File: src/rtl/ae350_reset_sequencer_if.sv
// ae350_reset_sequencer_if: lock/calibration status inputs and reset/status outputs of the
// AE350 reset sequencer. The slave modport is the sequencer side.
interface ae350_reset_sequencer_if;
    logic       pll_lock;
    logic       ddr3_lock;
    logic       ddr3_init_done;
    logic       sw_rst;
    logic       ddr3_rstn;
    logic       por_rstn;
    logic       hw_rstn;
    logic       ready;
    logic       error;
    logic [2:0] state;
    logic [1:0] retry_cnt;

    modport slave (
        input  pll_lock, ddr3_lock, ddr3_init_done, sw_rst,
        output ddr3_rstn, por_rstn, hw_rstn, ready, error, state, retry_cnt
    );

    modport master (
        output pll_lock, ddr3_lock, ddr3_init_done, sw_rst,
        input  ddr3_rstn, por_rstn, hw_rstn, ready, error, state, retry_cnt
    );
endinterface

File: src/rtl/ae350_reset_sequencer.sv
// ae350_reset_sequencer: PLL-lock driven bring-up of the DDR3 controller, then AE350 POR/HW resets.
// Define AE350_RSTSEQ_TIMEOUT_EN to add the calibration timeout, retry counting and FAIL state.
module ae350_reset_sequencer #(
    parameter int unsigned LOCK_STABLE     = 16,
    parameter int unsigned DDR_RST_CYCLES  = 1000,
    parameter int unsigned POR_HOLD_CYCLES = 64,
    parameter int unsigned HW_HOLD_CYCLES  = 16,
    parameter int unsigned INIT_TIMEOUT    = 2000000,
    parameter int unsigned MAX_RETRY       = 3,
    parameter int unsigned CNT_W           = 24
) (
    input logic                    clk,
    input logic                    rst,
    ae350_reset_sequencer_if.slave bus
);
    typedef enum logic [2:0] {
        S_IDLE     = 3'd0,
        S_DDR_RST  = 3'd1,
        S_DDR_WAIT = 3'd2,
        S_POR_HOLD = 3'd3,
        S_HW_HOLD  = 3'd4,
        S_RUN      = 3'd5,
        S_FAIL     = 3'd6
    } state_e;

    localparam logic [CNT_W-1:0] LOCK_LAST = CNT_W'(LOCK_STABLE - 1);
    localparam logic [CNT_W-1:0] DDR_LAST  = CNT_W'(DDR_RST_CYCLES - 1);
    localparam logic [CNT_W-1:0] POR_LAST  = CNT_W'(POR_HOLD_CYCLES - 1);
    localparam logic [CNT_W-1:0] HW_LAST   = CNT_W'(HW_HOLD_CYCLES - 1);
    localparam logic [CNT_W-1:0] CNT_ONE   = CNT_W'(1);

    state_e           state_q, state_d;
    logic [CNT_W-1:0] cnt_q, cnt_d;
    logic [1:0]       retry_q, retry_d;
    logic [1:0]       pll_sync_q, ddr_sync_q, init_sync_q;
    logic             lock_ok, init_ok;
    logic             ddr3_rstn_q, por_rstn_q, hw_rstn_q, ready_q;

    always_ff @(posedge clk or posedge rst) begin
        if (rst) begin
            pll_sync_q  <= '0;
            ddr_sync_q  <= '0;
            init_sync_q <= '0;
        end else begin
            pll_sync_q  <= {pll_sync_q[0], bus.pll_lock};
            ddr_sync_q  <= {ddr_sync_q[0], bus.ddr3_lock};
            init_sync_q <= {init_sync_q[0], bus.ddr3_init_done};
        end
    end

    assign lock_ok = pll_sync_q[1] & ddr_sync_q[1];
    assign init_ok = init_sync_q[1];

    // One shared counter: lock stability in IDLE, dwell/timeout everywhere else.
    always_comb begin
        state_d = state_q;
        cnt_d   = cnt_q;
        retry_d = retry_q;
        if (bus.sw_rst) begin
            state_d = S_IDLE;
            cnt_d   = '0;
            retry_d = '0;
        end else begin
            case (state_q)
                S_IDLE: begin
                    if (!lock_ok) begin
                        cnt_d = '0;
                    end else if (cnt_q == LOCK_LAST) begin
                        state_d = S_DDR_RST;
                        cnt_d   = '0;
                    end else begin
                        cnt_d = cnt_q + CNT_ONE;
                    end
                end
                S_FAIL: ;
                default: begin
                    if (!lock_ok || (!init_ok && (state_q == S_POR_HOLD ||
                                                  state_q == S_HW_HOLD  ||
                                                  state_q == S_RUN))) begin
                        state_d = S_IDLE;
                        cnt_d   = '0;
                        retry_d = '0;
                    end else begin
                        case (state_q)
                            S_DDR_RST: begin
                                if (cnt_q == DDR_LAST) begin
                                    state_d = S_DDR_WAIT;
                                    cnt_d   = '0;
                                end else begin
                                    cnt_d = cnt_q + CNT_ONE;
                                end
                            end
                            S_DDR_WAIT: begin
                                if (init_ok) begin
                                    state_d = S_POR_HOLD;
                                    cnt_d   = '0;
                                end
`ifdef AE350_RSTSEQ_TIMEOUT_EN
                                else if (cnt_q == CNT_W'(INIT_TIMEOUT - 1)) begin
                                    retry_d = retry_q + 2'd1;
                                    cnt_d   = '0;
                                    state_d = (retry_d == 2'(MAX_RETRY)) ? S_FAIL : S_DDR_RST;
                                end else begin
                                    cnt_d = cnt_q + CNT_ONE;
                                end
`endif
                            end
                            S_POR_HOLD: begin
                                if (cnt_q == POR_LAST) begin
                                    state_d = S_HW_HOLD;
                                    cnt_d   = '0;
                                end else begin
                                    cnt_d = cnt_q + CNT_ONE;
                                end
                            end
                            S_HW_HOLD: begin
                                if (cnt_q == HW_LAST) begin
                                    state_d = S_RUN;
                                    cnt_d   = '0;
                                end else begin
                                    cnt_d = cnt_q + CNT_ONE;
                                end
                            end
                            S_RUN: ;
                            default: begin
                                state_d = S_IDLE;
                                cnt_d   = '0;
                                retry_d = '0;
                            end
                        endcase
                    end
                end
            endcase
        end
    end

    // Outputs decode the next state so they switch on the same edge as the state register.
    always_ff @(posedge clk or posedge rst) begin
        if (rst) begin
            state_q     <= S_IDLE;
            cnt_q       <= '0;
            ddr3_rstn_q <= 1'b0;
            por_rstn_q  <= 1'b0;
            hw_rstn_q   <= 1'b0;
            ready_q     <= 1'b0;
        end else begin
            state_q     <= state_d;
            cnt_q       <= cnt_d;
            ddr3_rstn_q <= (state_d == S_DDR_WAIT) || (state_d == S_POR_HOLD) ||
                           (state_d == S_HW_HOLD)  || (state_d == S_RUN);
            por_rstn_q  <= (state_d == S_HW_HOLD) || (state_d == S_RUN);
            hw_rstn_q   <= (state_d == S_RUN);
            ready_q     <= (state_d == S_RUN);
        end
    end

`ifdef AE350_RSTSEQ_TIMEOUT_EN
    logic error_q;

    always_ff @(posedge clk or posedge rst) begin
        if (rst) begin
            retry_q <= '0;
            error_q <= 1'b0;
        end else begin
            retry_q <= retry_d;
            error_q <= (state_d == S_FAIL);
        end
    end

    assign bus.error = error_q;
`else
    logic unused_cfg;

    assign retry_q    = '0;
    assign bus.error  = 1'b0;
    assign unused_cfg = ^{retry_d, INIT_TIMEOUT[0], MAX_RETRY[0]};
`endif

    assign bus.state     = state_q;
    assign bus.retry_cnt = retry_q;
    assign bus.ddr3_rstn = ddr3_rstn_q;
    assign bus.por_rstn  = por_rstn_q;
    assign bus.hw_rstn   = hw_rstn_q;
    assign bus.ready     = ready_q;
endmodule

File: src/flat_wrapper.sv
// flat-port wrapper written by rule: the top's interface ports become plain ports
module ae350_reset_sequencer_flat 
#(
    parameter int unsigned LOCK_STABLE     = 16,
    parameter int unsigned DDR_RST_CYCLES  = 1000,
    parameter int unsigned POR_HOLD_CYCLES = 64,
    parameter int unsigned HW_HOLD_CYCLES  = 16,
    parameter int unsigned INIT_TIMEOUT    = 2000000,
    parameter int unsigned MAX_RETRY       = 3,
    parameter int unsigned CNT_W           = 24
)
  (clk, rst, bus_pll_lock, bus_ddr3_lock, bus_ddr3_init_done, bus_sw_rst, bus_ddr3_rstn, bus_por_rstn, bus_hw_rstn, bus_ready, bus_error, bus_state, bus_retry_cnt);
  ae350_reset_sequencer_if bus_i ();
  input logic clk;
  input logic rst;
  input wire logic [$bits(bus_i.pll_lock)-1:0] bus_pll_lock;
  input wire logic [$bits(bus_i.ddr3_lock)-1:0] bus_ddr3_lock;
  input wire logic [$bits(bus_i.ddr3_init_done)-1:0] bus_ddr3_init_done;
  input wire logic [$bits(bus_i.sw_rst)-1:0] bus_sw_rst;
  output wire logic [$bits(bus_i.ddr3_rstn)-1:0] bus_ddr3_rstn;
  output wire logic [$bits(bus_i.por_rstn)-1:0] bus_por_rstn;
  output wire logic [$bits(bus_i.hw_rstn)-1:0] bus_hw_rstn;
  output wire logic [$bits(bus_i.ready)-1:0] bus_ready;
  output wire logic [$bits(bus_i.error)-1:0] bus_error;
  output wire logic [$bits(bus_i.state)-1:0] bus_state;
  output wire logic [$bits(bus_i.retry_cnt)-1:0] bus_retry_cnt;
  assign bus_i.pll_lock = bus_pll_lock;
  assign bus_i.ddr3_lock = bus_ddr3_lock;
  assign bus_i.ddr3_init_done = bus_ddr3_init_done;
  assign bus_i.sw_rst = bus_sw_rst;
  assign bus_ddr3_rstn = bus_i.ddr3_rstn;
  assign bus_por_rstn = bus_i.por_rstn;
  assign bus_hw_rstn = bus_i.hw_rstn;
  assign bus_ready = bus_i.ready;
  assign bus_error = bus_i.error;
  assign bus_state = bus_i.state;
  assign bus_retry_cnt = bus_i.retry_cnt;
  ae350_reset_sequencer #(.LOCK_STABLE(LOCK_STABLE), .DDR_RST_CYCLES(DDR_RST_CYCLES), .POR_HOLD_CYCLES(POR_HOLD_CYCLES), .HW_HOLD_CYCLES(HW_HOLD_CYCLES), .INIT_TIMEOUT(INIT_TIMEOUT), .MAX_RETRY(MAX_RETRY), .CNT_W(CNT_W)) u_core (.clk(clk), .rst(rst), .bus(bus_i));
endmodule
File: config.mk
export PLATFORM = sky130hd
export DESIGN_NAME = ae350_reset_sequencer_flat
export DESIGN_NICKNAME = d
export VERILOG_FILES = /design/src/rtl/ae350_reset_sequencer_if.sv /design/src/rtl/ae350_reset_sequencer.sv /design/src/flat_wrapper.sv
export SDC_FILE = /design/constraint.sdc
export NUM_CORES = 1
export LEC_CHECK = 0
export CORE_AREA = 3 3 70 72
export CTS_CLUSTER_SIZE = 30
export DETAILED_ROUTE_END_ITERATION = 12
export DIE_AREA = 0 0 73 75
export PLACE_DENSITY = 0.73
export SLEW_MARGIN = 20
export SYNTH_ARGS = -nofsm -noshare
export SYNTH_HDL_FRONTEND = slang
export SYNTH_SLANG_ARGS = --single-unit
File: constraint.sdc
create_clock -name clk -period 4.47 [get_ports clk]
set_clock_uncertainty 0.15 [all_clocks]
set_input_delay 1.1175 -clock clk [delete_from_list [all_inputs] [get_ports clk]]
set_output_delay 1.1175 -clock clk [all_outputs]
set_load 0.02 [all_outputs]
After elaboration in Yosys (flattened, before gate mapping)
Index checks and enable logic that the tools add are counted.
{ "totals": {"elab_cells": 57, "inputBits": 6, "output_inout_bits": 10, "ff_bits": 36} }
{ "classes": {"muxes": 19, "n_reduce_logical": 12, "n_addsub": 1, "n_eq_ne": 16, "bitwise_logic": 1} }
{ "op_table": {"columns": ["cell", "count"], "rows": [
  ["$mux W24", 7],
  ["$pmux W24 S5", 1],
  ["$pmux W24 S2", 1],
  ["$add A24 B1 Y24 const B", 1],
  ["$eq A24 B10 Y1 const B", 1],
  ["$eq A24 B4 Y1 const B", 1],
  ["$eq A24 B6 Y1 const B", 1],
  ["$mux W3", 8],
  ["$eq A3 B3 Y1 const B", 5],
  ["$pmux W3 S5", 1],
  ["$eq A3 B2 Y1 const B", 4],
  ["$logic_or A1 B1 Y1", 7],
  ["$pmux W3 S2", 1],
  ["$ne A5 B2 Y1 const B", 1],
  ["$ne A4 B4 Y1 const B", 1],
  ["$eq A3 B1 Y1 const B", 1],
  ["$logic_not A3 Y1", 1],
  ["$reduce_and A3 Y1", 1],
  ["$logic_not A1 Y1", 2],
  ["$ne A2 B2 Y1 const B", 1],
  ["$and A1 B1 Y1", 1],
  ["$logic_and A1 B1 Y1", 1]
]} }

Depth between registers and ports, before layout
{ "logic_depth": {"word_depth": 12, "mapped_depth": 9} }

Worst setup path after synthesis
OpenSTA, ideal clock, no wires.
{ "synth_path": {"path_type": "input port to flip-flop", "startpoint": "input bus_sw_rst", "endpoint": "register u_core.cnt_q[17]", "setup_slack_ps": 1952, "path_buffers": 2, "arrival_ps": 2285, "required_ps": 4237, "path_stages": 6, "cell_sequence": "buf_1 inv_1 and2_1 clkbuf_1 or4_1 o21ai_0"} }
{ "synth_via": {"elab_chain_len": 2, "word_cells_on_any_way": 5, "cone_classes": "eq/ne (3); mux (1); reduce/logical (1)"} }
{ "synth_rtl": {"columns": ["item", "line_no", "source"], "rows": [
  ["start: declaration", "flat_wrapper.sv:19", "input wire logic [$bits(bus_i.sw_rst)-1:0] bus_sw_rst;"],
  ["$ne A5 B2 Y1 (no source line) (tied with other cells)", null, null],
  ["$reduce_and A3 Y1 (no source line)", null, null],
  ["end signal: assignment", "ae350_reset_sequencer.sv:148", "cnt_q <= cnt_d;"],
  ["end: declaration", "ae350_reset_sequencer.sv:33", "logic [CNT_W-1:0] cnt_q, cnt_d;"]
]} }
Parallel ways exist; a longest one is shown, timed or not.
A chain may end at the register's enable or synchronous reset.

Worst setup path in the final report
{ "layout_path": {"startpoint": "input bus_sw_rst", "endpoint": "register u_core.cnt_q[7]"} }
The elaborated chain is that of the path after synthesis.

==> impl_metrics.toml <==
[setup_path]
startpoint_type = "input pin"
worstPathRequired_ns = 4.53
r2r_cells = 6
crit_arrival_ns = 3.05
reg2reg_slack_ns = 1.61
crit_path_end_kind = "register"
r2r_end = "u_core.cnt_q[15]"
path_class = "in -> reg"
crit_fanout = 22
timing.rr.start = "u_core.cnt_q[12]"

[routing]
via_per_inst = 5.99
wl_per_cell_um = 15.4
ant_nets = 0
drt_pre_antenna_iters = 4
via_count = 1844
drt_wl_total_mm = 4.74
drt_iter0_drc = 133
drc_errors = 0

[clocking]
cts.sinks = 36
cts_tree = "done"
clock-root-buffer = "clkbuf_8"
postCtsSetupRepairBufs = 0
post_cts_resized = 0
clk_latency_ns = 0.29
htreeDepth = 2
clk_pin_slew_worst_paths_ns = 0.08
clockBufferDepth = 2
cts_buffers = 5
cts_hold_buf = 0

[grt]
use_met1_pct = 27.3
grt_usage_pct = 19.0
use_met3_pct = 4.01
gr-max-usage-layer = "met2"
grt_pass1_vias = 1677
grt_max_degree = 37
grt.overflow.total = 0
antenna_found_initial = 0
grt_pass1_wl_mm = 8.11
use_met2_pct = 29.0

[synthesis]
synth_area_um2 = 2160
ys_ff_latch = 36
avgSynthCellArea_um2 = 8.72
synthArstFlopShare_pct = 100
synth_cell_types = 53
netlist_instances = 248
synth_xor_area_share_pct = 0.810
synth_compound_area_share_pct = 18.9
synth_mux_area_share_pct = 0.463
synth_top_family_by_area = "simple AND/OR/NAND/NOR gates"
synth_fa_ha_area_share_pct = 0.579
yosys_warnings = 0
ys.flop_type = "dfrtp_1"
synth-edff-count = 0
synthSimpleGateAreaFrac_pct = 31.0
seq_area_frac_synth_pct = 41.7

[finish]
layout.filler_cells = 415
regArea_um2 = 901
syn_to_final_growth_pct = 10.2
diodes = 0
multi_input_area_um2 = 1130
finalNetCount = 262
design_area_um2 = 2380
drive_above_1_share_pct = 7.81

[timing]
clock.fmax_mhz = 335
fin_crit_ns = 2.99
rsz0062_at_grt = "false"
min_period_over_period_pct = 66.8
max_slew_margin_pct = 49.4
tns_ns = 0
tightest_slew_ns = 0.759
slew_viol_final = 0
setup_viol_count_final = 0
hold_viol_final = 0
whs_ns = 0.203

[outcome]
status = "finished clean"

[hold_path]
min_from = "u_core.ddr_sync_q[0]"
hold_class = "reg -> reg"
hold_depth = 0
hold-path-endpoint = "u_core.ddr_sync_q[1]"

[floorplanning]
io-pin-count = 16
rows = 24
die_x_um = 73
floorplan.die_area_um2 = 5480
die_height_um = 75
core_um2 = 4350
start_util_pct = 49.7

[power]
power_switching_w = 0.000145
powerDensity_nw_per_um2 = 272
seq_power_share_pct = 51.1
switching_share_pct = 22.3
pwr-share-comb_pct = 4.4
internal_power_w = 0.000503
p_leak_nw = 1.04
p_clk_share_pct = 44.5
max-vdd-ir-drop_uv = 202

[placement]
globalplace.congestion = 0.892
place_area_um2 = 2270
numPortBuffers = 12
hpwl_mm = 3.24

[flow_run]
maxCapViolCount = 0
## per-stage QoR
stage          std cells  utilization, %  worst slack, ns  total power (W)
6_report             308            54.7             1.48         0.000647
5_1_grt              308            54.7             1.33         0.000670
4_1_cts              308            54.7             1.52         0.000653
3_5_place_dp         300            52.2             1.21         0.000366
3_3_place_gp         300            52.2             1.29         0.000365
2_1_floorplan        250               -             1.95         0.000360
## worst max path at each step
stage	startpoint	endpoint	slack, ns	cells past startpoint
final	bus_sw_rst	u_core.cnt_q[7]	1.48	5
after global routing	bus_sw_rst	u_core.cnt_q[17]	1.33	5
after CTS	bus_sw_rst	u_core.cnt_q[7]	1.52	5
after detailed placement	bus_sw_rst	u_core.cnt_q[17]	1.21	5
after global placement	bus_sw_rst	u_core.cnt_q[21]	1.29	5
after floorplan	bus_sw_rst	u_core.cnt_q[17]	1.95	6
## worst max-delay path, stage by stage
cell and delay, ns:
clkdlybuf4s50_1 0.59, a211oi_1 0.40, a21o_1 0.57, a21oi_1 0.18
mux2i_1 0.19
## kinds of logic after synthesis
group / Yosys count
AOI/OAI and AO/OA: 67
other: 1
adders and majority gates: 1
DFF: 36
buffers and inverters: 27
and+or+nand+nor: 113
xor gates and xnor gates: 2
muxes: 1
## flip-flops by register name (all words and copies together), names as in the netlist
register and flops:
u_core.bus.hw_rstn 1, u_core.ddr_sync_q 2, u_core.bus.por_rstn 1, u_core.bus.state 3
u_core.init_sync_q 2, u_core.cnt_q 24, u_core.bus.ddr3_rstn 1, u_core.pll_sync_q 2
## per-layer routing
metal  share of wire (%)  wire (um)
met3                 3.9        185
met1                  47       2230
met4                0.57         27
met5                   0          0
met2                  48       2300
## cell usage after synthesis, drive strengths merged, types with 2 or more instances
cell type / instances / area, um2
nand2b: 5 / 31.3
and3: 10 / 62.6
nor2b: 8 / 50.1
nor2: 15 / 56.3
or4: 6 / 56.3
nand2: 22 / 82.6
or2: 2 / 12.5
nand4: 8 / 50.1
buf: 8 / 67.6
clkbuf: 8 / 30.0
dfrtp: 36 / 901
or3: 4 / 25.0
and2: 3 / 18.8
a21oi: 22 / 114
nand3: 11 / 55.1
a21o: 6 / 45.0
nor4: 8 / 92.6
inv: 11 / 41.3
nor3: 5 / 25.0
or3b: 2 / 17.5
a31oi: 10 / 62.6
o21ai: 16 / 80.1
## layout by cell type, fill, tap and decap left out, drive strengths merged, types with 2 or more instances in the layout
cell type,instances
dfrtp,36
nand2,22
a21oi,22
o21ai,16
nor2,15
clkdlybuf4s50,12
inv,11
nand3,11
and3,10
a31oi,10
nor2b,8
nand4,8
nor4,8
a21o,6
or4,6
nand2b,5
nor3,5
clkbuf,5
or3,4
and2,3
conb,3
buf,2
or2,2
or3b,2
## power by group through the flow
stage          registers (W)  logic [W]  clock network [W]
2_1_floorplan       0.000337  0.0000228                  0
3_3_place_gp        0.000337  0.0000282                  0
3_5_place_dp        0.000337  0.0000290                  0
4_1_cts             0.000331  0.0000291           0.000293
5_1_grt             0.000332  0.0000324           0.000306
6_report            0.000331  0.0000285           0.000288
## area by class of cell
class,count,share of cell area (%)
timing repair buffer,14,5.67
clock inverter,3,1.78
tap,52,2.73
clock buffer,5,2.89
inverter,11,1.73
multi-input combinational,187,47.4
sequential,36,37.8
Power figures use the tool's default switching activity.
